$ cat src/rtl/dmem_pkg.sv
// Shared definitions for the data-memory access controller:
// access-type encodings, FSM states and access-size decoding.
package dmem_pkg;

    // bit3 = write, bits[2:0] select size and signedness
    localparam logic [3:0] RW_LB  = 4'b0000;
    localparam logic [3:0] RW_LH  = 4'b0001;
    localparam logic [3:0] RW_LW  = 4'b0010;
    localparam logic [3:0] RW_LBU = 4'b0100;
    localparam logic [3:0] RW_LHU = 4'b0101;
    localparam logic [3:0] RW_SB  = 4'b1000;
    localparam logic [3:0] RW_SH  = 4'b1001;
    localparam logic [3:0] RW_SW  = 4'b1010;

    typedef enum logic [1:0] {
        ST_IDLE,
        ST_REQ,
        ST_DONE
    } state_t;

    typedef enum logic [1:0] {
        SZ_BYTE,
        SZ_HALF,
        SZ_WORD
    } size_t;

    // Any code with bit1 set is treated as a word so stray encodings stay harmless
    function automatic size_t decode_size(input logic [1:0] sz);
        if (sz[1]) begin
            return SZ_WORD;
        end else if (sz[0]) begin
            return SZ_HALF;
        end else begin
            return SZ_BYTE;
        end
    endfunction

endpackage

$ cat src/rtl/dmem_access_ctrl_if.sv
// Bundle of pipeline-side and memory-side signals of the access controller.
// The controller uses the slave view; the pipeline/memory environment uses master.
interface dmem_access_ctrl_if;

    logic        mem_valid_i;
    logic [3:0]  rw_sel_i;
    logic [31:0] addr_i;
    logic [31:0] wdata_i;
    logic        busywait_o;
    logic [31:0] rdata_o;
    logic        rdata_valid_o;
    logic        misalign_o;
    logic        timeout_o;
    logic        mem_req_o;
    logic        mem_we_o;
    logic [31:0] mem_addr_o;
    logic [3:0]  mem_be_o;
    logic [31:0] mem_wdata_o;
    logic        mem_ack_i;
    logic [31:0] mem_rdata_i;

    modport slave (
        input  mem_valid_i, rw_sel_i, addr_i, wdata_i, mem_ack_i, mem_rdata_i,
        output busywait_o, rdata_o, rdata_valid_o, misalign_o, timeout_o,
        output mem_req_o, mem_we_o, mem_addr_o, mem_be_o, mem_wdata_o
    );

    modport master (
        output mem_valid_i, rw_sel_i, addr_i, wdata_i, mem_ack_i, mem_rdata_i,
        input  busywait_o, rdata_o, rdata_valid_o, misalign_o, timeout_o,
        input  mem_req_o, mem_we_o, mem_addr_o, mem_be_o, mem_wdata_o
    );

endinterface

$ cat src/rtl/dmem_lane_align.sv
// Byte-lane handling: byte enables, store-data alignment, misalignment detection
// for the incoming access, and lane extraction plus extension of returned load data.
module dmem_lane_align
    import dmem_pkg::*;
(
    input  logic [2:0]  acc_type,
    input  logic [1:0]  acc_offset,
    input  logic [31:0] acc_data,
    output logic [3:0]  be,
    output logic [31:0] lane_data,
    output logic        misalign,
    input  logic [2:0]  ld_type,
    input  logic [1:0]  ld_offset,
    input  logic [31:0] ld_word,
    output logic [31:0] ld_data
);

    size_t       acc_size;
    size_t       ld_size;
    logic [7:0]  byte_lane;
    logic [15:0] half_lane;

    always_comb begin
        acc_size  = decode_size(acc_type[1:0]);
        be        = 4'b0000;
        misalign  = 1'b0;
        lane_data = acc_data << {acc_offset, 3'b000};
        case (acc_size)
            SZ_BYTE: be = 4'b0001 << acc_offset;
            SZ_HALF: begin
                be       = 4'b0011 << acc_offset;
                misalign = acc_offset[0];
            end
            default: begin
                be       = 4'b1111;
                misalign = |acc_offset;
            end
        endcase
    end

    // ld_type bit2 set means zero-extend, clear means sign-extend
    always_comb begin
        ld_size   = decode_size(ld_type[1:0]);
        byte_lane = ld_word[{ld_offset, 3'b000} +: 8];
        half_lane = ld_word[{ld_offset[1], 4'b0000} +: 16];
        case (ld_size)
            SZ_BYTE: ld_data = ld_type[2] ? {24'h000000, byte_lane}
                                          : {{24{byte_lane[7]}}, byte_lane};
            SZ_HALF: ld_data = ld_type[2] ? {16'h0000, half_lane}
                                          : {{16{half_lane[15]}}, half_lane};
            default: ld_data = ld_word;
        endcase
    end

endmodule

$ cat src/rtl/dmem_access_ctrl.sv
// Sequences one data-memory access per load/store held in EX/MEM, stalling the
// pipeline via busywait until the access completes, times out or is rejected.
module dmem_access_ctrl
    import dmem_pkg::*;
#(
    parameter int TIMEOUT_CYCLES = 64,
    parameter int CNT_W          = 7
) (
    input logic               clk_i,
    input logic               rst_i,
    dmem_access_ctrl_if.slave bus
);

    localparam logic [CNT_W-1:0] CNT_LAST = CNT_W'(TIMEOUT_CYCLES - 1);

    state_t           state;
    logic [CNT_W-1:0] cnt;
    logic [2:0]       lat_type;
    logic [1:0]       lat_offset;
    logic             req_q;
    logic             we_q;
    logic [31:0]      addr_q;
    logic [3:0]       be_q;
    logic [31:0]      wdata_q;
    logic [31:0]      rdata_q;
    logic             rdata_valid_q;
    logic             misalign_q;
    logic             timeout_q;

    logic [3:0]       acc_be;
    logic [31:0]      acc_wdata;
    logic             acc_misalign;
    logic [31:0]      ld_data;

    // Load extraction uses the latched type/offset so the live pipeline inputs may change
    dmem_lane_align u_align (
        .acc_type   (bus.rw_sel_i[2:0]),
        .acc_offset (bus.addr_i[1:0]),
        .acc_data   (bus.wdata_i),
        .be         (acc_be),
        .lane_data  (acc_wdata),
        .misalign   (acc_misalign),
        .ld_type    (lat_type),
        .ld_offset  (lat_offset),
        .ld_word    (bus.mem_rdata_i),
        .ld_data    (ld_data)
    );

    always_ff @(posedge clk_i or negedge rst_i) begin
        if (!rst_i) begin
            state         <= ST_IDLE;
            cnt           <= '0;
            lat_type      <= '0;
            lat_offset    <= '0;
            req_q         <= 1'b0;
            we_q          <= 1'b0;
            addr_q        <= '0;
            be_q          <= '0;
            wdata_q       <= '0;
            rdata_q       <= '0;
            rdata_valid_q <= 1'b0;
            misalign_q    <= 1'b0;
            timeout_q     <= 1'b0;
        end else begin
            rdata_valid_q <= 1'b0;
            misalign_q    <= 1'b0;
            timeout_q     <= 1'b0;
            case (state)
                ST_IDLE: begin
                    if (bus.mem_valid_i) begin
                        if (acc_misalign) begin
                            misalign_q <= 1'b1;
                        end else begin
                            state      <= ST_REQ;
                            cnt        <= '0;
                            req_q      <= 1'b1;
                            we_q       <= bus.rw_sel_i[3];
                            addr_q     <= {bus.addr_i[31:2], 2'b00};
                            be_q       <= acc_be;
                            wdata_q    <= acc_wdata;
                            lat_type   <= bus.rw_sel_i[2:0];
                            lat_offset <= bus.addr_i[1:0];
                        end
                    end
                end
                ST_REQ: begin
                    // An ack in the final allowed cycle still completes normally
                    if (bus.mem_ack_i) begin
                        state <= ST_DONE;
                        req_q <= 1'b0;
                        if (!we_q) begin
                            rdata_q       <= ld_data;
                            rdata_valid_q <= 1'b1;
                        end
                    end else if (cnt == CNT_LAST) begin
                        state     <= ST_DONE;
                        req_q     <= 1'b0;
                        timeout_q <= 1'b1;
                        rdata_q   <= '0;
                    end else begin
                        cnt <= cnt + CNT_W'(1);
                    end
                end
                ST_DONE: state <= ST_IDLE;
                default: state <= ST_IDLE;
            endcase
        end
    end

    // DONE drops busywait for one cycle so the held instruction leaves EX/MEM
    assign bus.busywait_o    = rst_i & ((state == ST_REQ) |
                               ((state == ST_IDLE) & bus.mem_valid_i & ~acc_misalign));
    assign bus.rdata_o       = rdata_q;
    assign bus.rdata_valid_o = rdata_valid_q;
    assign bus.misalign_o    = misalign_q;
    assign bus.timeout_o     = timeout_q;
    assign bus.mem_req_o     = req_q;
    assign bus.mem_we_o      = we_q;
    assign bus.mem_addr_o    = addr_q;
    assign bus.mem_be_o      = be_q;
    assign bus.mem_wdata_o   = wdata_q;

endmodule

$ cat src/flat_wrapper.sv
// flat-port wrapper written by rule: the top's interface ports become plain ports
module dmem_access_ctrl_flat import dmem_pkg::*;
#(
    parameter int TIMEOUT_CYCLES = 64,
    parameter int CNT_W          = 7
)
  (clk_i, rst_i, bus_mem_valid_i, bus_rw_sel_i, bus_addr_i, bus_wdata_i, bus_mem_ack_i, bus_mem_rdata_i, bus_busywait_o, bus_rdata_o, bus_rdata_valid_o, bus_misalign_o, bus_timeout_o, bus_mem_req_o, bus_mem_we_o, bus_mem_addr_o, bus_mem_be_o, bus_mem_wdata_o);
  dmem_access_ctrl_if bus_i ();
  input logic clk_i;
  input logic rst_i;
  input wire logic [$bits(bus_i.mem_valid_i)-1:0] bus_mem_valid_i;
  input wire logic [$bits(bus_i.rw_sel_i)-1:0] bus_rw_sel_i;
  input wire logic [$bits(bus_i.addr_i)-1:0] bus_addr_i;
  input wire logic [$bits(bus_i.wdata_i)-1:0] bus_wdata_i;
  input wire logic [$bits(bus_i.mem_ack_i)-1:0] bus_mem_ack_i;
  input wire logic [$bits(bus_i.mem_rdata_i)-1:0] bus_mem_rdata_i;
  output wire logic [$bits(bus_i.busywait_o)-1:0] bus_busywait_o;
  output wire logic [$bits(bus_i.rdata_o)-1:0] bus_rdata_o;
  output wire logic [$bits(bus_i.rdata_valid_o)-1:0] bus_rdata_valid_o;
  output wire logic [$bits(bus_i.misalign_o)-1:0] bus_misalign_o;
  output wire logic [$bits(bus_i.timeout_o)-1:0] bus_timeout_o;
  output wire logic [$bits(bus_i.mem_req_o)-1:0] bus_mem_req_o;
  output wire logic [$bits(bus_i.mem_we_o)-1:0] bus_mem_we_o;
  output wire logic [$bits(bus_i.mem_addr_o)-1:0] bus_mem_addr_o;
  output wire logic [$bits(bus_i.mem_be_o)-1:0] bus_mem_be_o;
  output wire logic [$bits(bus_i.mem_wdata_o)-1:0] bus_mem_wdata_o;
  assign bus_i.mem_valid_i = bus_mem_valid_i;
  assign bus_i.rw_sel_i = bus_rw_sel_i;
  assign bus_i.addr_i = bus_addr_i;
  assign bus_i.wdata_i = bus_wdata_i;
  assign bus_i.mem_ack_i = bus_mem_ack_i;
  assign bus_i.mem_rdata_i = bus_mem_rdata_i;
  assign bus_busywait_o = bus_i.busywait_o;
  assign bus_rdata_o = bus_i.rdata_o;
  assign bus_rdata_valid_o = bus_i.rdata_valid_o;
  assign bus_misalign_o = bus_i.misalign_o;
  assign bus_timeout_o = bus_i.timeout_o;
  assign bus_mem_req_o = bus_i.mem_req_o;
  assign bus_mem_we_o = bus_i.mem_we_o;
  assign bus_mem_addr_o = bus_i.mem_addr_o;
  assign bus_mem_be_o = bus_i.mem_be_o;
  assign bus_mem_wdata_o = bus_i.mem_wdata_o;
  dmem_access_ctrl #(.TIMEOUT_CYCLES(TIMEOUT_CYCLES), .CNT_W(CNT_W)) u_core (.clk_i(clk_i), .rst_i(rst_i), .bus(bus_i));
endmodule
$ cat config.mk
export PLATFORM = sky130hd
export DESIGN_NAME = dmem_access_ctrl_flat
export DESIGN_NICKNAME = d
export VERILOG_FILES = /design/src/rtl/dmem_pkg.sv /design/src/rtl/dmem_access_ctrl_if.sv /design/src/rtl/dmem_lane_align.sv /design/src/rtl/dmem_access_ctrl.sv /design/src/flat_wrapper.sv
export SDC_FILE = /design/constraint.sdc
export NUM_CORES = 1
export LEC_CHECK = 0
export ABC_AREA = 0
export CAP_MARGIN = 30
export CELL_PAD_IN_SITES_DETAIL_PLACEMENT = 0
export CELL_PAD_IN_SITES_GLOBAL_PLACEMENT = 1
export CORE_ASPECT_RATIO = 0.6
export CORE_MARGIN = 3
export CORE_UTILIZATION = 35
export CTS_CLUSTER_DIAMETER = 120
export CTS_CLUSTER_SIZE = 14
export DETAILED_ROUTE_END_ITERATION = 10
export PLACE_DENSITY = 0.9
export SLEW_MARGIN = 20
export SYNTH_ARGS = -nofsm -noshare
export SYNTH_HDL_FRONTEND = slang
export SYNTH_SLANG_ARGS = --single-unit
$ cat constraint.sdc
create_clock -name clk_i -period 3.9 [get_ports clk_i]
set_input_delay 0.78 -clock clk_i [delete_from_list [all_inputs] [get_ports clk_i]]
set_output_delay 0.78 -clock clk_i [all_outputs]
set_load 0.02 [all_outputs]
# Word level (Yosys, flattened, before mapping)

Index checks and enable logic that the tools add are counted.

Word-level logic and storage cells: 81
Output and inout port bits: 106
Input port bits: 104
Flip-flop bits (word level): 117

Reductions and logical operators: 11
$add $sub $neg: 1
Bitwise operators: 5
Eq/ne operators: 10
Shifts and indexed selects: 5
Mux-type cells: 36

Operators with widths:

| cell                | count |
|---|---|
| $mux 32             | 5 |
| $pmux 32 s2         | 1 |
| $shiftx 32x6->16    | 1 |
| $shiftx 32x6->8     | 1 |
| $shl 32x5->32       | 1 |
| $mux 7              | 4 |
| $mux 1              | 15 |
| $pmux 7 s2          | 1 |
| $mux 2              | 6 |
| $ne 2x2->1 const B  | 5 |
| $reduce_and 3->1    | 3 |
| $pmux 4 s2          | 1 |
| $add 7x1->7 const B | 1 |
| $eq 7x6->1 const B  | 1 |
| $eq 2x1->1 const B  | 3 |
| $logic_not 2->1     | 3 |
| $reduce_and 5->1    | 1 |
| $pmux 1 s2          | 2 |
| $pmux 2 s2          | 1 |
| $reduce_and 4->1    | 1 |
| $reduce_bool 2->1   | 2 |
| $shl 1x2->4 const A | 1 |
| $shl 2x2->4 const A | 1 |
| $and 1x1->1         | 3 |
| other kinds (4)     | 4 |

# Longest topological paths before layout

Gate-level depths: netlist of run 1.

Word-level depth: 8
Depth in mapped cells: 8
Mapped depth without buffers: 5

# Cells and area by module

From an unflattened synthesis of run 1, not the netlist that was laid out.

Cell total of the unflattened synthesis: 690
Area, all modules: 5830.6 µm²

By module, submodules not included:

| module           | area each (µm²) | sequential area each (µm²) | cells an instance | instances |
|---|---|---|---|---|
| dmem_access_ctrl | 4573.1          | 2927.8                     | 500               | 1 |
| dmem_lane_align  | 1257.5          | 0.0                        | 190               | 1 |

# Worst setup path after synthesis of run 1

No wires, ideal clock.

Path type: input port to output port
Start: input bus_addr_i[0]
End: output bus_busywait_o
Buffers on the path: 3
Stages: 6
Required time: 3.120 ns
Arrival: 1.798 ns
Path slack: 1.322 ns
Cells stage by stage: clkbuf_1 -> a21oi_1 -> o21a_1 -> buf_2 -> buf_6 -> o21a_1

Word-level cells in the longest chain between the ends: 6

RTL lines:

| item                           | line                    | RTL |
|---|---|---|
| from (decl)                    | flat_wrapper.sv:13      | `input wire logic [$bits(bus_i.addr_i)-1:0] bus_addr_i;` |
| $reduce_or 2->1                | dmem_lane_align.sv:36   | `misalign = \|acc_offset;` |
| $pmux 1 s2 (*)                 | dmem_lane_align.sv:28   | `case (acc_size)` |
| $not 1->1 (no source line) (*) | n/a                     |  |
| $and 1x1->1 (*)                | dmem_access_ctrl.sv:112 | `((state == ST_IDLE) & bus.mem_valid_i & ~acc_misalign));` |
| $or 1x1->1 (*)                 | dmem_access_ctrl.sv:111 | `assign bus.busywait_o = rst_i & ((state == ST_REQ) \|` |
| $and 1x1->1 (*)                | dmem_access_ctrl.sv:111 |  |
| to (decl)                      | flat_wrapper.sv:17      | `output wire logic [$bits(bus_i.busywait_o)-1:0] bus_busywait_o;` |

Every way passes the cells marked *; elsewhere a longest branch is shown, timed or not.

# Worst setup path in the final report of run 1

Start: input bus_rw_sel_i[1]
End: output bus_busywait_o

Word-level cells in the longest chain between the ends: 7
Elaborated cells between the ends (all ways): 8
Classes of those cells: eq/ne: 1; mux: 2; bitwise: 4; reduce/logical: 1

RTL lines:

| item                                                 | line                    | RTL |
|---|---|---|
| from (decl)                                          | flat_wrapper.sv:12      | `input wire logic [$bits(bus_i.rw_sel_i)-1:0] bus_rw_sel_i;` |
| $mux 2 (*)                                           | dmem_pkg.sv:29          | `if (sz[1]) begin` |
| $eq 2x1->1 / $logic_not 2->1 (equally long branches) | dmem_lane_align.sv:28   |  |
| $pmux 1 s2 (*)                                       | dmem_lane_align.sv:28   |  |
| $not 1->1 (no source line) (*)                       | n/a                     |  |
| $and 1x1->1 (*)                                      | dmem_access_ctrl.sv:112 |  |
| $or 1x1->1 (*)                                       | dmem_access_ctrl.sv:111 |  |
| $and 1x1->1 (*)                                      | dmem_access_ctrl.sv:111 |  |

Marked as above.

==> results of run 1 <==
==> Yosys cell counts, types with 2 or more instances <==
cell type	instances	area, sq um
sky130_fd_sc_hd__mux2_4	5	75.1
sky130_fd_sc_hd__nand2_1	126	473
sky130_fd_sc_hd__nand2b_1	4	25.0
sky130_fd_sc_hd__nor4_1	2	12.5
sky130_fd_sc_hd__a211oi_1	8	60.1
sky130_fd_sc_hd__nor2b_1	12	75.1
sky130_fd_sc_hd__or3_1	4	25.0
sky130_fd_sc_hd__o21a_1	15	113
sky130_fd_sc_hd__mux2_2	11	124
sky130_fd_sc_hd__o31ai_1	9	67.6
sky130_fd_sc_hd__a221o_1	2	20.0
sky130_fd_sc_hd__nor3b_2	2	25.0
sky130_fd_sc_hd__nand3_1	6	30.0
sky130_fd_sc_hd__nor2_1	20	75.1
sky130_fd_sc_hd__mux2i_1	20	200
sky130_fd_sc_hd__o2bb2ai_1	21	184
sky130_fd_sc_hd__inv_1	5	18.8
sky130_fd_sc_hd__a22o_1	8	70.1
sky130_fd_sc_hd__nor3_1	10	50.1
sky130_fd_sc_hd__o2bb2ai_2	10	150
sky130_fd_sc_hd__clkbuf_1	12	45.0
sky130_fd_sc_hd__o21ai_0	28	140
sky130_fd_sc_hd__a32o_1	2	20.0
sky130_fd_sc_hd__dfrtp_1	117	2930
sky130_fd_sc_hd__buf_2	19	95.1
sky130_fd_sc_hd__a21oi_1	46	230
sky130_fd_sc_hd__buf_4	3	22.5
sky130_fd_sc_hd__o21ai_1	2	10.0
sky130_fd_sc_hd__buf_6	6	67.6
==> routing by layer <==
layer / GRT usage / up-vias
li1: - / 2356
met1: 0.307 / 2542
met2: 0.293 / 218
met3: 0.0543 / 22
met4: 0.0653 / 0
met5: 0 / -
==> worst max-delay path, cell delays in order <==
cell	delay, ps
sky130_fd_sc_hd__clkdlybuf4s50_1	540
sky130_fd_sc_hd__a21oi_1	430
sky130_fd_sc_hd__o21a_2	210
sky130_fd_sc_hd__o21a_1	160
sky130_fd_sc_hd__clkdlybuf4s50_1	610
==> power by group <==
part | internal (W) | total, W | switching (W)
registers | 0.00162 | 0.00193 | 0.000315
logic | 0.00118 | 0.00241 | 0.00124
clock network | 0.00114 | 0.00174 | 0.000597
==> per-stage QoR <==
stage / hold slack, ps / worst slack [ps] / instance area (sq um) / total power [W]
3_5_place_dp: 462 / 404 / 7810 / 0.00432
3_3_place_gp: 456 / 466 / 7810 / 0.00425
2_1_floorplan: 484 / 1320 / 5640 / 0.00314
6_report: 385 / 381 / 8540 / 0.00609
5_1_grt: 381 / 300 / 8540 / 0.00638
4_1_cts: 477 / 391 / 8460 / 0.00609
==> cell type report <==
cell class / instances / area [sq um]
inverter: 6 / 22.5
fill: 1344 / 7000
tap: 203 / 254
sequential: 117 / 2930
clock buffer: 18 / 429
multi-input combinational: 394 / 2480
clock inverter: 14 / 224
timing repair buffer: 217 / 2210
==> state kept, by name, indices dropped and copies added, names as in the netlist, 2 cells and up <==
| name | cells |
|---|---|
| u_core.bus.mem_addr_o | 30 |
| u_core.bus.mem_be_o | 4 |
| u_core.bus.mem_wdata_o | 32 |
| u_core.bus.rdata_o | 32 |
| u_core.cnt | 7 |
| u_core.lat_offset | 2 |
| u_core.lat_type | 3 |
| u_core.state | 2 |
==> logic make-up after synthesis <==
kind of cell | share of synthesized area
buffers and inverters | 0.0455
AO/OA/AOI/OAI | 0.208
other | 0.000665
adder cells (fa/ha/maj) | 0.00222
XOR/XNOR | 0.00311
multiplexers | 0.0708
AND/OR/NAND/NOR | 0.150
flip-flops | 0.519
==> final timing paths <==
kind	cells past startpoint	startpoint	slack, ps	to
max reg2reg	4	u_core.state[1]	1770	u_core.bus.mem_wdata_o[28]
max in group asynchronous	4	rst_i	2230	u_core.bus.mem_addr_o[29]
min reg2reg	2	u_core.bus.mem_addr_o[17]	470	u_core.bus.mem_addr_o[17]
max	5	bus_rw_sel_i[1]	380	bus_busywait_o
min	2	rst_i	390	u_core.bus.rdata_o[11]
min in group clk_i	2	u_core.bus.mem_addr_o[17]	470	u_core.bus.mem_addr_o[17]
==> load_flow_metrics.sql, run 1 <==
INSERT INTO impl_metrics (metric_group, metric, value, unit) VALUES
('route', 'wl_met3', '1.40', 'mm'),
('power_and_ir_drop', 'vdd.ir_drop.worst', '0.292', 'mV'),
('yosys', 'synth_area_per_cell', '10.1', 'sq um'),
('finish', 'n_antenna_cell', '0', ''),
('finish', 'layout.nets', '858', ''),
('worst_hold_path', 'worst_hold_path_type', 'in -> async', ''),
('global_route', 'groute.usage.overall', '0.207', ''),
('sta', 'period_minus_slack', '3520', 'ps'),
('finish', 'layout.core_utilization', '0.550', ''),
('finish', 'final_layout_size_suffix_gt1_frac', '0.111', ''),
('global_route', 'grt_pass1_vias', '5215', ''),
('sta', 'skew', '15.7', 'ps'),
('global_route', 'grt_antenna_before_repair', '0', ''),
('sta', 'max_slew_margin', '0.351', ''),
('placed_design', 'portBuffers', '207', ''),
('critical_path', 'timing.critical_path.arrival', '2740', 'ps'),
('clock_tree', 'cts_made_buffers', '17', ''),
('sta', 'rsz0062_at_grt', 'false', ''),
('die', 'rows', '35', ''),
('critical_path', 'critPathLaunchType', 'input port', ''),
('sta', 'final_setup_violating_endpoints', '0', ''),
('yosys', 'seq_area_frac_synth', '0.519', ''),
('critical_path', 'timing.critical_path.required', '3120', 'ps'),
('sta', 'worst-slew-pin-transition', '972', 'ps'),
('route', 'route.top_layer_used', 'met4', ''),
('finish', 'layout.cells.most_common', 'sky130_fd_sc_hd__clkdlybuf4s50_1', ''),
('clock_tree', 'cts.repair.resized', '0', ''),
('power_and_ir_drop', 'power.density', '712', 'nW/um^2'),
('global_route', 'grt_overflow_total', '0', ''),
('clock_tree', 'clockRootBuffer', 'sky130_fd_sc_hd__clkbuf_16', ''),
('route', 'drc', '0', ''),
('die', 'die_area', '17700', 'sq um'),
('route', 'm1WireLength', '8.75', 'mm'),
('clock_tree', 'insertion_delay', '410', 'ps'),
('finish', 'count_of_placed_standard_cells_in_the_final_layout_fillers_left_out', '969', ''),
('clock_tree', 'clock_sinks', '117', ''),
('sta', 'timing.fmax', '0.284', 'GHz'),
('sta', 'timing.final.crit_share', '0.902', ''),
('clock_tree', 'cts_htree_levels', '4', ''),
('sta', 'timing.final.hold_violations', '0', ''),
('yosys', 'number_of_instances_in_the_synthesized_netlist', '557', ''),
('yosys', 'synth_edf_count', '0', ''),
('finish', 'most_used_cells_in_the_layout_excluding_fill_and_tap_cells', 'sky130_fd_sc_hd__clkdlybuf4s50_1, sky130_fd_sc_hd__nand2_1, sky130_fd_sc_hd__dfrtp_1', ''),
('sta', 'timing.final.max_slew_violations', '0', ''),
('placed_design', 'total_half_perimeter_wirelength_after_legalization_and_detailed_placement', '13.1', 'mm'),
('yosys', 'synth_warnings', '0', ''),
('yosys', 'synth_seq_cells', '117', ''),
('placed_design', 'placed_cells_incl_taps', '934', ''),
('run', 'cap_violations', '0', ''),
('clock_tree', 'cts_tree', 'built', ''),
('route', 'initial_drc_count', '438', ''),
('sta', 'tns', '0', 'ps'),
('yosys', 'unique_masters_post_synth', '51', ''),
('route', 'via_per_inst', '5.30', ''),
('yosys', 'asyncSetResetFlopFracSynth', '1.00', ''),
('placed_design', 'routabilityCongestion', '0.890', ''),
('critical_path', 'critical_path.endpoint_type', 'primary output', ''),
('yosys', 'mappedNetlistArea', '5640', 'sq um'),
('outcome', 'status', 'finished, final reports clean', ''),
('die', 'placeableCoreArea', '15500', 'sq um'),
('global_route', 'grt_start_max_net_pins', '68', ''),
('finish', 'areaGrowthSynthToFinish', '51.6', '%'),
('power_and_ir_drop', 'p_leak', '3.67', 'nW'),
('route', 'via_count', '5138', ''),
('die', 'floorplan.initialDensity', '0.363', ''),
('die', 'die_w', '170', 'microns'),
('clock_tree', 'clock_transition_at_the_registers_of_the_reported_paths', '60', 'ps'),
('die', 'floorplan.die.height', '104', 'microns'),
('die', 'floorplan.io_pins', '210', ''),
('global_route', 'grt_first_pass_wirelength', '28.8', 'mm'),
('critical_path', 'crit_path_max_fanout', '7', ''),
('yosys', 'synth_ff_type', 'sky130_fd_sc_hd__dfrtp_1', ''),
('route', 'drt_first_pass_iters', '5', ''),
('critical_path', 'path_class', 'in -> out', ''),
('route', 'drt-wirelength-per-cell', '18.9', 'microns'),
('route', 'met2_length', '7.90', 'mm'),
('route', 'finalWirelength', '18.3', 'mm'),
('clock_tree', 'postCtsSetupBuffers', '0', ''),
('clock_tree', 'clock_tree.buffer_depth', '2', ''),
('route', 'ant_nets', '0', ''),
('clock_tree', 'cts-hold-fix-buffers', '0', '');
No activity file was read; power rests on OpenSTA's default activity.
==> run 2, diff against run 1 <==
--- a/config.mk
+++ b/config.mk
@@ -15,7 +15,7 @@
 export CTS_CLUSTER_DIAMETER = 120
 export CTS_CLUSTER_SIZE = 14
 export DETAILED_ROUTE_END_ITERATION = 10
-export PLACE_DENSITY = 0.9
+export PLACE_DENSITY = 0.93
 export SLEW_MARGIN = 20
 export SYNTH_ARGS = -nofsm -noshare
 export SYNTH_HDL_FRONTEND = slang
==> load_flow_metrics.sql, run 2 (synthesis results as in run 1) <==
INSERT INTO impl_metrics (metric_group, metric, value, unit) VALUES
('global_route', 'groute.usage.overall', '0.195', ''),
('critical_path', 'timing.critical_path.mode_cell', 'sky130_fd_sc_hd__clkdlybuf4s50_1', ''),
('critical_path', 'worstSetupStartpoint', 'bus_rw_sel_i[1]', ''),
('sta', 'max_slew_margin', '0.439', ''),
('global_route', 'grt_antenna_before_repair', '0', ''),
('route', 'via_per_inst', '5.06', ''),
('route', 'drt-wirelength-per-cell', '17.7', 'microns'),
('finish', 'layout.cells.most_common', 'sky130_fd_sc_hd__clkdlybuf4s50_1', ''),
('run', 'cap_violations', '0', ''),
('finish', 'final_design_area_no_fill', '8410', 'sq um'),
('finish', 'n_antenna_cell', '0', ''),
('placed_design', 'placed_cells_incl_taps', '937', ''),
('placed_design', 'routabilityCongestion', '0.825', ''),
('power_and_ir_drop', 'power.density', '688', 'nW/um^2'),
('die', 'rows', '35', ''),
('die', 'placeableCoreArea', '15500', 'sq um'),
('placed_design', 'portBuffers', '207', ''),
('die', 'die_area', '17700', 'sq um'),
('sta', 'timing.final.hold_violations', '0', ''),
('route', 'drc', '0', ''),
('clock_tree', 'clock_transition_at_the_registers_of_the_reported_paths', '60', 'ps'),
('critical_path', 'crit_path_max_fanout', '7', ''),
('sta', 'timing.final.crit_share', '0.879', ''),
('finish', 'layout.nets', '859', ''),
('clock_tree', 'cts_made_buffers', '17', ''),
('power_and_ir_drop', 'p_leak', '3.60', 'nW'),
('clock_tree', 'clock_tree.buffer_depth', '2', ''),
('sta', 'rsz0062_at_grt', 'false', ''),
('power_and_ir_drop', 'vdd.ir_drop.worst', '0.268', 'mV'),
('outcome', 'status', 'finished, final reports clean', ''),
('clock_tree', 'cts_tree', 'built', ''),
('global_route', 'grt_first_pass_wirelength', '27.1', 'mm'),
('sta', 'period_minus_slack', '3430', 'ps'),
('finish', 'most_used_cells_in_the_layout_excluding_fill_and_tap_cells', 'sky130_fd_sc_hd__clkdlybuf4s50_1, sky130_fd_sc_hd__nand2_1, sky130_fd_sc_hd__dfrtp_1', ''),
('die', 'die_w', '170', 'microns'),
('placed_design', 'total_half_perimeter_wirelength_after_legalization_and_detailed_placement', '12.2', 'mm'),
('global_route', 'grt_overflow_total', '0', ''),
('placed_design', 'dpl_cell_area', '7820', 'sq um'),
('clock_tree', 'insertion_delay', '410', 'ps'),
('route', 'drt_first_pass_iters', '5', ''),
('critical_path', 'timing.critical_path.slowest_stage_cell', 'sky130_fd_sc_hd__clkdlybuf4s50_1', ''),
('finish', 'final_layout_size_suffix_gt1_frac', '0.107', ''),
('sta', 'tns', '0', 'ps'),
('critical_path', 'critPathLaunchType', 'input port', ''),
('route', 'initial_drc_count', '456', ''),
('route', 'via_count', '4908', ''),
('sta', 'timing.fmax', '0.292', 'GHz'),
('clock_tree', 'cts-hold-fix-buffers', '0', ''),
('sta', 'timing.final.max_slew_violations', '0', ''),
('die', 'floorplan.die.height', '104', 'microns'),
('worst_hold_path', 'startpoint_of_the_tightest_hold_check_path', 'u_core.bus.mem_addr_o[29]', ''),
('power_and_ir_drop', 'power.total', '0.00579', 'W'),
('route', 'finalWirelength', '17.2', 'mm'),
('sta', 'worst-slew-pin-transition', '840', 'ps'),
('sta', 'final_setup_violating_endpoints', '0', ''),
('worst_hold_path', 'worst_hold_path_type', 'reg -> reg', ''),
('sta', 'skew', '16.2', 'ps'),
('global_route', 'grt_start_max_net_pins', '70', ''),
('die', 'floorplan.io_pins', '210', ''),
('finish', 'count_of_placed_standard_cells_in_the_final_layout_fillers_left_out', '970', ''),
('global_route', 'grt_pass1_vias', '4815', ''),
('critical_path', 'timing.critical_path.arrival', '2650', 'ps'),
('critical_path', 'r2r-start', 'u_core.state[1]', ''),
('critical_path', 'critical_path.endpoint_type', 'primary output', ''),
('finish', 'fillerInstances', '1340', ''),
('critical_path', 'path_class', 'in -> out', ''),
('finish', 'areaGrowthSynthToFinish', '49.2', '%'),
('route', 'ant_nets', '0', ''),
('die', 'floorplan.initialDensity', '0.363', ''),
('clock_tree', 'cts_htree_levels', '4', ''),
('clock_tree', 'clockRootBuffer', 'sky130_fd_sc_hd__clkbuf_16', ''),
('critical_path', 'timing.critical_path.required', '3120', 'ps'),
('clock_tree', 'postCtsSetupBuffers', '0', ''),
('clock_tree', 'clock_sinks', '117', ''),
('critical_path', 'critical_path.cell_chain', 'clkdlybuf4s50_1, a21oi_1, o21a_2, o21a_1, clkdlybuf4s50_1', ''),
('critical_path', 'max_stage_delay', '610', 'ps'),
('clock_tree', 'cts.repair.resized', '0', '');
## run 2: per-layer routing
metal / global-route usage / vias up / part of all wire
met5: 0 / - / 0
met3: 0.0672 / 12 / 0.098
li1: - / 2356 / -
met2: 0.257 / 216 / 0.40
met1: 0.304 / 2324 / 0.50
met4: 0.0432 / 0 / 0.0068
## run 2: path summary, 6_finish.rpt
path                                                   end  slack [ps]  depth (start not counted)
worst max-delay path                        bus_busywait_o         470                          5
worst min-delay path             u_core.bus.mem_addr_o[29]         470                          2
worst max register to register  u_core.bus.mem_wdata_o[24]        1810                          4
worst min register to register   u_core.bus.mem_addr_o[29]         470                          2
max in group asynchronous       u_core.bus.mem_wdata_o[11]        2260                          4
min in group asynchronous        u_core.bus.mem_addr_o[21]         500                          2
## run 2: stage by stage
| step | setup WS [ps] | hold WS [ps] | util |
|---|---|---|---|
| floorplan | 1320 | 484 | - |
| global placement | 467 | 456 | 0.503 |
| detailed placement | 459 | 462 | 0.503 |
| CTS | 456 | 476 | 0.540 |
| global route | 374 | 488 | 0.541 |
| finish | 471 | 471 | 0.541 |
## run 2: worst max-delay path: cells and delay by family
kind / cells / cell delay (ps)
buffers and inverters: 2 / 1150
AOI/OAI and AO/OA: 3 / 710
## run 2: layout make-up
cell class / instances / area (sq um) / area share
Clock buffer: 20 / 437 / 0.0519
Tap cell: 203 / 254 / 0.0302
Sequential cell: 117 / 2930 / 0.348
Timing Repair Buffer: 218 / 2160 / 0.257
Multi-Input combinational cell: 394 / 2470 / 0.294
Inverter: 6 / 22.5 / 0.00268
Clock inverter: 12 / 133 / 0.0158
## run 2: power by group
group          internal [W]  switching, W
clock              0.000940      0.000580
sequential          0.00162      0.000287
combinational       0.00115       0.00120
total               0.00371       0.00207
==> run 3, diff against run 2 <==
--- a/config.mk
+++ b/config.mk
@@ -7,15 +7,15 @@
 export LEC_CHECK = 0
 export ABC_AREA = 0
 export CAP_MARGIN = 30
-export CELL_PAD_IN_SITES_DETAIL_PLACEMENT = 0
-export CELL_PAD_IN_SITES_GLOBAL_PLACEMENT = 1
 export CORE_ASPECT_RATIO = 0.6
 export CORE_MARGIN = 3
 export CORE_UTILIZATION = 35
 export CTS_CLUSTER_DIAMETER = 120
 export CTS_CLUSTER_SIZE = 14
 export DETAILED_ROUTE_END_ITERATION = 10
-export PLACE_DENSITY = 0.93
+export GPL_TIMING_DRIVEN = 0
+export PLACE_DENSITY = 0.75
+export SKIP_LAST_GASP = 1
 export SLEW_MARGIN = 20
 export SYNTH_ARGS = -nofsm -noshare
 export SYNTH_HDL_FRONTEND = slang
==> load_flow_metrics.sql, run 3 (synthesis results as in run 1) <==
INSERT INTO impl_metrics (metric_group, metric, value, unit) VALUES
('global_route', 'grt_antenna_before_repair', '0', ''),
('power_and_ir_drop', 'power.density', '678', 'nW/um^2'),
('critical_path', 'crit_buf_inv', '4', ''),
('power_and_ir_drop', 'pwr-share-comb', '0.420', ''),
('finish', 'n_antenna_cell', '0', ''),
('placed_design', 'dp_slack', '103', 'ps'),
('route', 'drt_first_pass_iters', '4', ''),
('sta', 'worst-slew-pin-transition', '666', 'ps'),
('placed_design', 'routabilityCongestion', '0.896', ''),
('sta', 'skew', '8.52', 'ps'),
('critical_path', 'critPathLaunchType', 'input port', ''),
('placed_design', 'dpl_cell_area', '7990', 'sq um'),
('global_route', 'grt_first_pass_wirelength', '28.1', 'mm'),
('sta', 'rsz0062_at_grt', 'false', ''),
('outcome', 'status', 'finished, final reports clean', ''),
('clock_tree', 'clockRootBuffer', 'sky130_fd_sc_hd__clkbuf_16', ''),
('finish', 'most_used_cells_in_the_layout_excluding_fill_and_tap_cells', 'sky130_fd_sc_hd__clkdlybuf4s50_1, sky130_fd_sc_hd__nand2_1, sky130_fd_sc_hd__dfrtp_1', ''),
('global_route', 'globalRoute.busiestLayer', 'met1', ''),
('critical_path', 'path_class', 'in -> out', ''),
('critical_path', 'critical_path.endpoint_type', 'primary output', ''),
('global_route', 'grt_start_max_net_pins', '76', ''),
('worst_hold_path', 'worst_hold_path_type', 'in -> async', ''),
('die', 'floorplan.io_pins', '210', ''),
('finish', 'layout.cells.most_common', 'sky130_fd_sc_hd__clkdlybuf4s50_1', ''),
('placed_design', 'portBuffers', '206', ''),
('placed_design', 'total_half_perimeter_wirelength_after_legalization_and_detailed_placement', '13.4', 'mm'),
('clock_tree', 'insertion_delay', '400', 'ps'),
('power_and_ir_drop', 'internal_power', '0.00374', 'W'),
('route', 'initial_drc_count', '402', ''),
('power_and_ir_drop', 'vdd.ir_drop.worst', '0.278', 'mV'),
('die', 'placeableCoreArea', '15500', 'sq um'),
('sta', 'timing.fmax', '0.265', 'GHz'),
('critical_path', 'max_stage_delay', '620', 'ps'),
('route', 'via_count', '5084', ''),
('clock_tree', 'cts_tree', 'built', ''),
('clock_tree', 'postCtsSetupBuffers', '0', ''),
('die', 'die_w', '170', 'microns'),
('die', 'rows', '35', ''),
('global_route', 'grt_pass1_vias', '4967', ''),
('critical_path', 'critical_path.cell_chain', 'clkdlybuf4s50_1, a21oi_1, o21a_1, buf_2, buf_6, o21a_1, clkdlybuf4s50_1', ''),
('finish', 'count_of_placed_standard_cells_in_the_final_layout_fillers_left_out', '999', ''),
('route', 'via_per_inst', '5.09', ''),
('global_route', 'groute.usage.overall', '0.203', ''),
('route', 'finalWirelength', '17.9', 'mm'),
('critical_path', 'crit_path_max_fanout', '10', ''),
('placed_design', 'placed_cells_incl_taps', '968', ''),
('global_route', 'grt_overflow_total', '0', ''),
('sta', 'timing.final.crit_share', '0.967', ''),
('clock_tree', 'clock_sinks', '117', ''),
('die', 'floorplan.initialDensity', '0.363', ''),
('die', 'die_area', '17700', 'sq um'),
('clock_tree', 'cts.repair.resized', '0', ''),
('power_and_ir_drop', 'power_switching_share', '0.355', ''),
('power_and_ir_drop', 'pwr-share-clk', '0.256', ''),
('clock_tree', 'cts-hold-fix-buffers', '0', ''),
('sta', 'smallest_setup_slack_after_layout', '128', 'ps'),
('power_and_ir_drop', 'p_switching', '0.00206', 'W'),
('finish', 'layout.nets', '889', ''),
('route', 'ant_nets', '0', ''),
('finish', 'final_design_area_no_fill', '8550', 'sq um'),
('power_and_ir_drop', 'sequentialPowerShare', '0.324', ''),
('route', 'drt-wirelength-per-cell', '17.9', 'microns'),
('sta', 'final_setup_violating_endpoints', '0', ''),
('critical_path', 'timing.critical_path.slowest_stage_cell', 'sky130_fd_sc_hd__clkdlybuf4s50_1', ''),
('finish', 'areaGrowthSynthToFinish', '51.7', '%'),
('critical_path', 'timing.critical_path.required', '3120', 'ps'),
('critical_path', 'cp_top_family', 'buffers and inverters', ''),
('sta', 'timing.final.hold_violations', '0', ''),
('sta', 'max_slew_margin', '0.554', ''),
('clock_tree', 'cts_htree_levels', '4', ''),
('die', 'floorplan.die.height', '104', 'microns'),
('route', 'drc', '0', ''),
('global_route', 'globalRouteMet2Util', '0.262', ''),
('sta', 'timing.final.max_slew_violations', '0', ''),
('global_route', 'grt.met1_usage', '0.320', ''),
('sta', 'period_minus_slack', '3770', 'ps'),
('run', 'cap_violations', '0', ''),
('power_and_ir_drop', 'power.total', '0.00580', 'W'),
('power_and_ir_drop', 'p_leak', '3.70', 'nW'),
('clock_tree', 'clock_tree.buffer_depth', '2', ''),
('global_route', 'global_routing_met3_resource_utilization', '0.0684', ''),
('finish', 'final_layout_size_suffix_gt1_frac', '0.124', ''),
('critical_path', 'timing.critical_path.arrival', '2990', 'ps'),
('clock_tree', 'cts_made_buffers', '17', ''),
('clock_tree', 'clock_transition_at_the_registers_of_the_reported_paths', '50', 'ps');
[run 3: final cells by class]
type	instances	area (sq um)
repair buffers	207	2090
flip-flops and latches	117	2930
fillers	1368	7000
inverters	6	22.5
well taps	203	254
clock buffers	22	484
clock inverters	9	77.6
multi-input cells	394	2460
plain buffers	41	234
[run 3: worst register-to-register path, stage by stage, from the launching register on]
cell and delay [ps]:
sky130_fd_sc_hd__dfrtp_1 370, sky130_fd_sc_hd__clkbuf_1 220, sky130_fd_sc_hd__nor2_1 470, sky130_fd_sc_hd__clkbuf_1 450, sky130_fd_sc_hd__a21oi_1 110, sky130_fd_sc_hd__o2bb2ai_2 130
[run 3: power by group through the flow]
stage | clock [W] | sequential (W) | combinational (W)
6_report | 0.00148 | 0.00188 | 0.00244
5_1_grt | 0.00157 | 0.00193 | 0.00261
4_1_cts | 0.00151 | 0.00188 | 0.00244
3_5_place_dp | 0 | 0.00189 | 0.00244
3_3_place_gp | 0 | 0.00189 | 0.00241
2_1_floorplan | 0 | 0.00233 | 0.000815
[run 3: path summary, 6_finish.rpt]
| path | endpoint | from | slack [ps] | cells after the start |
|---|---|---|---|---|
| setup / recovery | bus_busywait_o | bus_rw_sel_i[1] | 130 | 7 |
| hold / removal | u_core.bus.mem_addr_o[5] | rst_i | 310 | 1 |
| setup reg to reg | u_core.bus.rdata_o[28] | u_core.lat_type[1] | 2070 | 5 |
| hold reg to reg | u_core.bus.mem_addr_o[22] | u_core.bus.mem_addr_o[22] | 470 | 2 |
| max in group asynchronous | u_core.bus.mem_we_o | rst_i | 2850 | 2 |
| min in group clk_i | u_core.bus.mem_addr_o[22] | u_core.bus.mem_addr_o[22] | 470 | 2 |
[run 3: through the flow]
stage               hold WS, ps   util  TNS (ps)
floorplan                   484      -         0
global route                324  0.550         0
finish                      314  0.550         0
CTS                         317  0.550         0
global placement            456  0.512   -318620
detailed placement          461  0.514         0
[run 3: per-layer routing]
layer / wire length, microns / share of wire / vias up
met5: 0 / 0 / -
met4: 183 / 0.010 / 0
met3: 1550 / 0.086 / 17
met2: 7050 / 0.39 / 204
met1: 9120 / 0.51 / 2457
li1: - / - / 2406
==> patch 1 (flow settings as in run 3) <==
`CNT_W` is set to 7 in 2 places; all go to 14.
--- a/src/rtl/dmem_access_ctrl.sv
+++ b/src/rtl/dmem_access_ctrl.sv
@@ -4,7 +4,7 @@
     import dmem_pkg::*;
 #(
     parameter int TIMEOUT_CYCLES = 64,
-    parameter int CNT_W          = 7
+    parameter int CNT_W          = 14
 ) (
     input logic               clk_i,
     input logic               rst_i,
--- a/src/flat_wrapper.sv
+++ b/src/flat_wrapper.sv
@@ -2,7 +2,7 @@
 module dmem_access_ctrl_flat import dmem_pkg::*;
 #(
     parameter int TIMEOUT_CYCLES = 64,
-    parameter int CNT_W          = 7
+    parameter int CNT_W          = 14
 )
   (clk_i, rst_i, bus_mem_valid_i, bus_rw_sel_i, bus_addr_i, bus_wdata_i, bus_mem_ack_i, bus_mem_rdata_i, bus_busywait_o, bus_rdata_o, bus_rdata_valid_o, bus_misalign_o, bus_timeout_o, bus_mem_req_o, bus_mem_we_o, bus_mem_addr_o, bus_mem_be_o, bus_mem_wdata_o);
   dmem_access_ctrl_if bus_i ();
Formal check against the unedited RTL: same outputs for any inputs over 4 cycles, from zero or initial values and one cycle with rst_i low; that may be too few to reach the edited logic, so the function may still have changed.
==> patch 1 against run 3 <==
Sequential cell count up 7; power up 16%; maximum frequency up 10%; sequential share of layout area up 0.21 points; design area up 5.3%; hold slack worse by 0.037 ns; via count up 13%; clock skew up 0.0013 ns; worst setup slack better by 0.35 ns; wire length up 14%; combinational power up 18%; global-route usage up 1.8 points; synthesized area up 5.7%; largest cell class unchanged.
==> patch 1: results (changes against run 3) <==
- Run status: finished, final reports clean (unchanged).
- The wire length of the first global-routing pass was 32.4 mm (was 28.1 mm).
- The register-to-register setup slack came to 1.89 ns (was 2.07 ns).
- The final weighted congestion in routability-driven placement is 0.895 (was 0.896).
- The source of the critical timing path is bus_rw_sel_i[0] (was bus_rw_sel_i[1]).
- The detailed placement HPWL is 15.1 mm (was 13.4 mm).
- The fraction of synthesized cell area in xor and xnor cells is 0 (was 0.00311).
- The post-synthesis instance total is 663 (was 557).
- Cell types occupying the most area after synthesis: sky130_fd_sc_hd__dfrtp_1 52%, sky130_fd_sc_hd__nand2_1 15%, sky130_fd_sc_hd__mux2i_1 4.2% (was sky130_fd_sc_hd__dfrtp_1 52%, sky130_fd_sc_hd__nand2_1 8.4%, sky130_fd_sc_hd__a21oi_1 4.1%).
- Leading cell types by count after synthesis: 234 x sky130_fd_sc_hd__nand2_1, 124 x sky130_fd_sc_hd__dfrtp_1, 30 x sky130_fd_sc_hd__o21ai_0, 25 x sky130_fd_sc_hd__mux2i_1, 25 x sky130_fd_sc_hd__nor2_1 (was 126 x sky130_fd_sc_hd__nand2_1, 117 x sky130_fd_sc_hd__dfrtp_1, 46 x sky130_fd_sc_hd__a21oi_1, 28 x sky130_fd_sc_hd__o21ai_0, 21 x sky130_fd_sc_hd__o2bb2ai_1).
- The startpoint of the most critical register-to-register path is u_core.state[1] (was u_core.lat_type[1]).
- The total global routing track utilization is 0.221 (was 0.203).
- The post-synthesis sequential area ratio came to 0.521 (was 0.519).
- The slew at the pin closest to its max-slew limit is 0.759 ns (was 0.666 ns).
- The final period demand of the worst path is 3.42 ns (was 3.77 ns).
- The pre-CTS worst setup slack came to -0.284 ns (was 0.103 ns).
- The data arrival at the endpoint of the critical path is 2.64 ns (was 2.99 ns).
- The mux cell area share after synthesis is 0.0722 (was 0.0708).
- The leakage power figure is 4.09 nW (was 3.70 nW).
- The detailed-routing iteration count for the pre-antenna-repair pass is 5 (was 4).
- The post-synthesis cell type count is 46 (was 51).
- The fraction of final layout cells with drive strength greater than 1 is 0.0921 (was 0.124).
- The placement-stage cell area is 0.00832 mm2 (was 0.00799 mm2).
- The total length of routed met3 wires came to 1.95 mm (was 1.55 mm).
- The reported sequential group power is 2.09 mW (was 1.88 mW).
- The met1 track utilization from global routing is 0.323 (was 0.320).
- The number of port buffers is 204 (was 206).
- The number of cells in the finished layout apart from fillers was 1129 (was 999).
- The compound-cell area share of the yosys netlist was 0.126 (was 0.208).
- The total wire length after detailed routing is 20.4 mm (was 17.9 mm).
- The number of design-rule violations left by the first detailed-router iteration came to 628 (was 402).
- The maximum number of pins on one net before global-route repair is 75 (was 76).
- The maximum VDD drop is 0.404 mV (was 0.278 mV).
- The met2 usage came to 0.323 (was 0.262).
- The post-cts resize count came to 2 (was 0).
- The proportion of power drawn by the clock network is 0.265 (was 0.256).
- The internal power summed over all cells came to 4.22 mW (was 3.74 mW).
- The sum of routed wire segments on met1 was 9.82 mm (was 9.12 mm).
## patch 1: changes by cell type in the layout (fill, tap and decap cells not counted), moves of 9 or more
cell                        change
sky130_fd_sc_hd__a21oi_1       -33
sky130_fd_sc_hd__clkbuf_1      +10
sky130_fd_sc_hd__o2bb2ai_1     -20
sky130_fd_sc_hd__o2bb2ai_2     -10
sky130_fd_sc_hd__nand2_1      +108
sky130_fd_sc_hd__o211ai_1       +9
sky130_fd_sc_hd__o21a_1        -13
## patch 1: worst max-delay path, stage by stage
cell and delay, ns:
sky130_fd_sc_hd__clkdlybuf4s50_1 0.60, sky130_fd_sc_hd__nor2_2 0.12, sky130_fd_sc_hd__o21ai_4 0.34, sky130_fd_sc_hd__clkbuf_1 0.37, sky130_fd_sc_hd__a21boi_0 0.18, sky130_fd_sc_hd__dlymetal6s2s_1 0.24
## patch 1: worst min-delay path by stage
stage / startpoint / to / slack, ns / cells past startpoint
finish: rst_i / u_core.bus.mem_addr_o[25] / 0.28 / 1
global placement: u_core.bus.mem_wdata_o[1] / u_core.bus.mem_wdata_o[1] / 0.45 / 2
global route: rst_i / u_core.bus.mem_addr_o[28] / 0.29 / 1
detailed placement: u_core.bus.mem_wdata_o[1] / u_core.bus.mem_wdata_o[1] / 0.46 / 2
CTS: rst_i / u_core.bus.mem_addr_o[25] / 0.29 / 1
floorplan: u_core.cnt[11] / u_core.cnt[11] / 0.47 / 1
## patch 1: area by class of cell
| class | count | area [um2] |
|---|---|---|
| Multi-Input combinational cell | 485 | 2640 |
| Buffer | 44 | 205 |
| Tap cell | 228 | 285 |
| Sequential cell | 124 | 3100 |
| Fill cell | 1487 | 7430 |
| Timing Repair Buffer | 205 | 2080 |
| Clock buffer | 17 | 425 |
| Inverter | 11 | 41.3 |
| Clock inverter | 15 | 235 |
==> patch 2 (config.mk and constraints of run 3) <==
Without the edit above. Make the reset (`rst_i`) synchronous in one clocked block.
--- a/src/rtl/dmem_access_ctrl.sv
+++ b/src/rtl/dmem_access_ctrl.sv
@@ -46,7 +46,7 @@
         .ld_data    (ld_data)
     );
 
-    always_ff @(posedge clk_i or negedge rst_i) begin
+    always_ff @(posedge clk_i) begin
         if (!rst_i) begin
             state         <= ST_IDLE;
             cnt           <= '0;
Formal check against the unedited RTL: differs if rst_i is asserted again (counterexample within 4 cycles, from zero or initial values and one cycle with rst_i low); with rst_i held inactive, the same outputs for 4 cycles.
==> patch 2 against run 3 <==
Synthesized area shrank 5.4%; worst setup slack lost 0.0093 ns; global-route usage grew 1.8 points; sequential cell count is the same; non-clock buffer count grew 12; hold slack gained 0.13 ns; wire length grew 5.3%; die area shrank 5.2%; clock skew grew 0.0019 ns; design area shrank 3.4%; highest routed layer unchanged.
Power is not compared: it rests on default switching activity, and its combinational part moved more than twofold at a synthesized area within 25%.
==> patch 2: results (changes against run 3) <==
- The via count of the first global-routing pass came to 5145 (was 4967).
- The post-synthesis sequential area ratio is 0.439 (was 0.519).
- The detailed placement HPWL was 14.3 mm (was 13.4 mm).
- The fraction of final layout cells with drive strength greater than 1 was 0.120 (was 0.124).
- The maximum number of pins on one net before global-route repair is 17 (was 76).
- The depth of the CTS H-tree is 4 (unchanged).
- The peak per-stage delay on the critical path is 0.64 ns (was 0.62 ns).
- The hold violation total from the final report is 0 (unchanged).
- The total wire length after detailed routing is 18.9 mm (was 17.9 mm).
- The relative max-transition margin is 0.455 (was 0.554).
- The share of async-settable or async-resettable flops after synthesis is 0 (was 1.00).
- Leading cell types by count after synthesis: 117 x sky130_fd_sc_hd__dfxtp_1, 109 x sky130_fd_sc_hd__nand2_1, 89 x sky130_fd_sc_hd__a21oi_1, 31 x sky130_fd_sc_hd__nor2_1, 24 x sky130_fd_sc_hd__mux2i_1 (was 126 x sky130_fd_sc_hd__nand2_1, 117 x sky130_fd_sc_hd__dfrtp_1, 46 x sky130_fd_sc_hd__a21oi_1, 28 x sky130_fd_sc_hd__o21ai_0, 21 x sky130_fd_sc_hd__o2bb2ai_1).
- The path type of the worst min-delay path is flip-flop to flip-flop (was input pin to asynchronous set/reset pin).
- The number of nets at the end of the flow is 942 (was 889).
- The data arrival at the endpoint of the critical path is 3.00 ns (was 2.99 ns).
- The worst clock skew on the final layout is 0.0104 ns (was 0.00852 ns).
- The via density per instance came to 5.18 (was 5.09).
- The detailed-routing iteration count for the pre-antenna-repair pass is 5 (was 4).
- The total global routing track utilization is 0.221 (was 0.203).
- The post-synthesis cell type count is 57 (was 51).
- The pre-CTS worst setup slack is -0.0867 ns (was 0.103 ns).
- The filler cell count is 1347 (was 1368).
- The final weighted congestion in routability-driven placement is 0.890 (was 0.896).
- The number of port buffers was 205 (was 206).
- Cell types occupying the most area after synthesis: sky130_fd_sc_hd__dfxtp_1 44%, sky130_fd_sc_hd__a21oi_1 8.4%, sky130_fd_sc_hd__nand2_1 7.7% (was sky130_fd_sc_hd__dfrtp_1 52%, sky130_fd_sc_hd__nand2_1 8.4%, sky130_fd_sc_hd__a21oi_1 4.1%).
- Summed over all cells, the static leakage comes to 3.04 nW.
- The wire length of the first global-routing pass is 28.7 mm (was 28.1 mm).
- Run status: finished, final reports clean (unchanged).
- The number of design-rule violations left by the first detailed-router iteration is 490 (was 402).
## patch 2: cell count changes in the layout (fill, tap and decap cells not counted), moves of 9 or more
cell                       delta
sky130_fd_sc_hd__dfxtp_1    +117
sky130_fd_sc_hd__o21ai_0      -9
sky130_fd_sc_hd__dfrtp_1    -117
sky130_fd_sc_hd__a21oi_1     +42
sky130_fd_sc_hd__o21a_1      -13
sky130_fd_sc_hd__nor2_1      +11
sky130_fd_sc_hd__nand2_1     -17
sky130_fd_sc_hd__nand2b_1    +12
sky130_fd_sc_hd__clkbuf_1    +10
## patch 2: worst paths after layout
path                                  start                        end  slack, ns  cells after the start
setup reg to reg       u_core.lat_offset[1]     u_core.bus.rdata_o[12]       1.86                      5
setup / recovery            bus_rw_sel_i[0]             bus_busywait_o       0.12                      7
hold reg to reg   u_core.bus.mem_wdata_o[0]  u_core.bus.mem_wdata_o[0]       0.45                      2
hold / removal    u_core.bus.mem_wdata_o[0]  u_core.bus.mem_wdata_o[0]       0.45                      2
## patch 2: kinds of logic after synthesis
kind of cell               Yosys count  synth area share
DFF                                117             0.439
and+or+nand+nor                    206             0.180
xor gates and xnor gates             1           0.00164
muxes                               41            0.0824
other                                1          0.000703
adders and majority gates            1           0.00235
AOI/OAI and AO/OA                  183             0.239
buffers and inverters               60            0.0551
## patch 2: stage by stage
stage / area [um2] / power [mW] / utilization / std cells / hold slack, ns
2_1_floorplan: 5340 / 1.60 / - / 611 / 0.442
3_3_place_gp: 7640 / 1.90 / 0.520 / 1014 / 0.440
3_5_place_dp: 7640 / 1.90 / 0.520 / 1014 / 0.444
4_1_cts: 8250 / 3.53 / 0.562 / 1046 / 0.450
5_1_grt: 8260 / 3.63 / 0.563 / 1046 / 0.464
6_report: 8260 / 3.51 / 0.563 / 1046 / 0.447
## patch 2: routing by layer
| metal | vias to the layer above | wire length [um] | GRT usage |
|---|---|---|---|
| li1 | 2615 | - | - |
| met1 | 2482 | 8710 | 0.323 |
| met4 | 0 | 110 | 0.0454 |
| met5 | - | 0 | 0 |
| met2 | 306 | 7550 | 0.301 |
| met3 | 14 | 2480 | 0.0928 |
## patch 2: layout make-up
cell class | instances | area, um2 | area share
Tap cell | 198 | 248 | 0.0300
Timing Repair Buffer | 207 | 2070 | 0.250
Inverter | 7 | 26.3 | 0.00318
Clock inverter | 11 | 159 | 0.0192
Multi-Input combinational cell | 434 | 2710 | 0.328
Sequential cell | 117 | 2340 | 0.284
Clock buffer | 19 | 443 | 0.0536
Buffer | 53 | 268 | 0.0324
## patch 2: what timing repair did
action,4_1_cts,5_1_grt
hold buffers,0,0
setup buffers,2,0
endpoints found under the setup margin,1,1
pin swaps,1,0
resized for setup,0,2
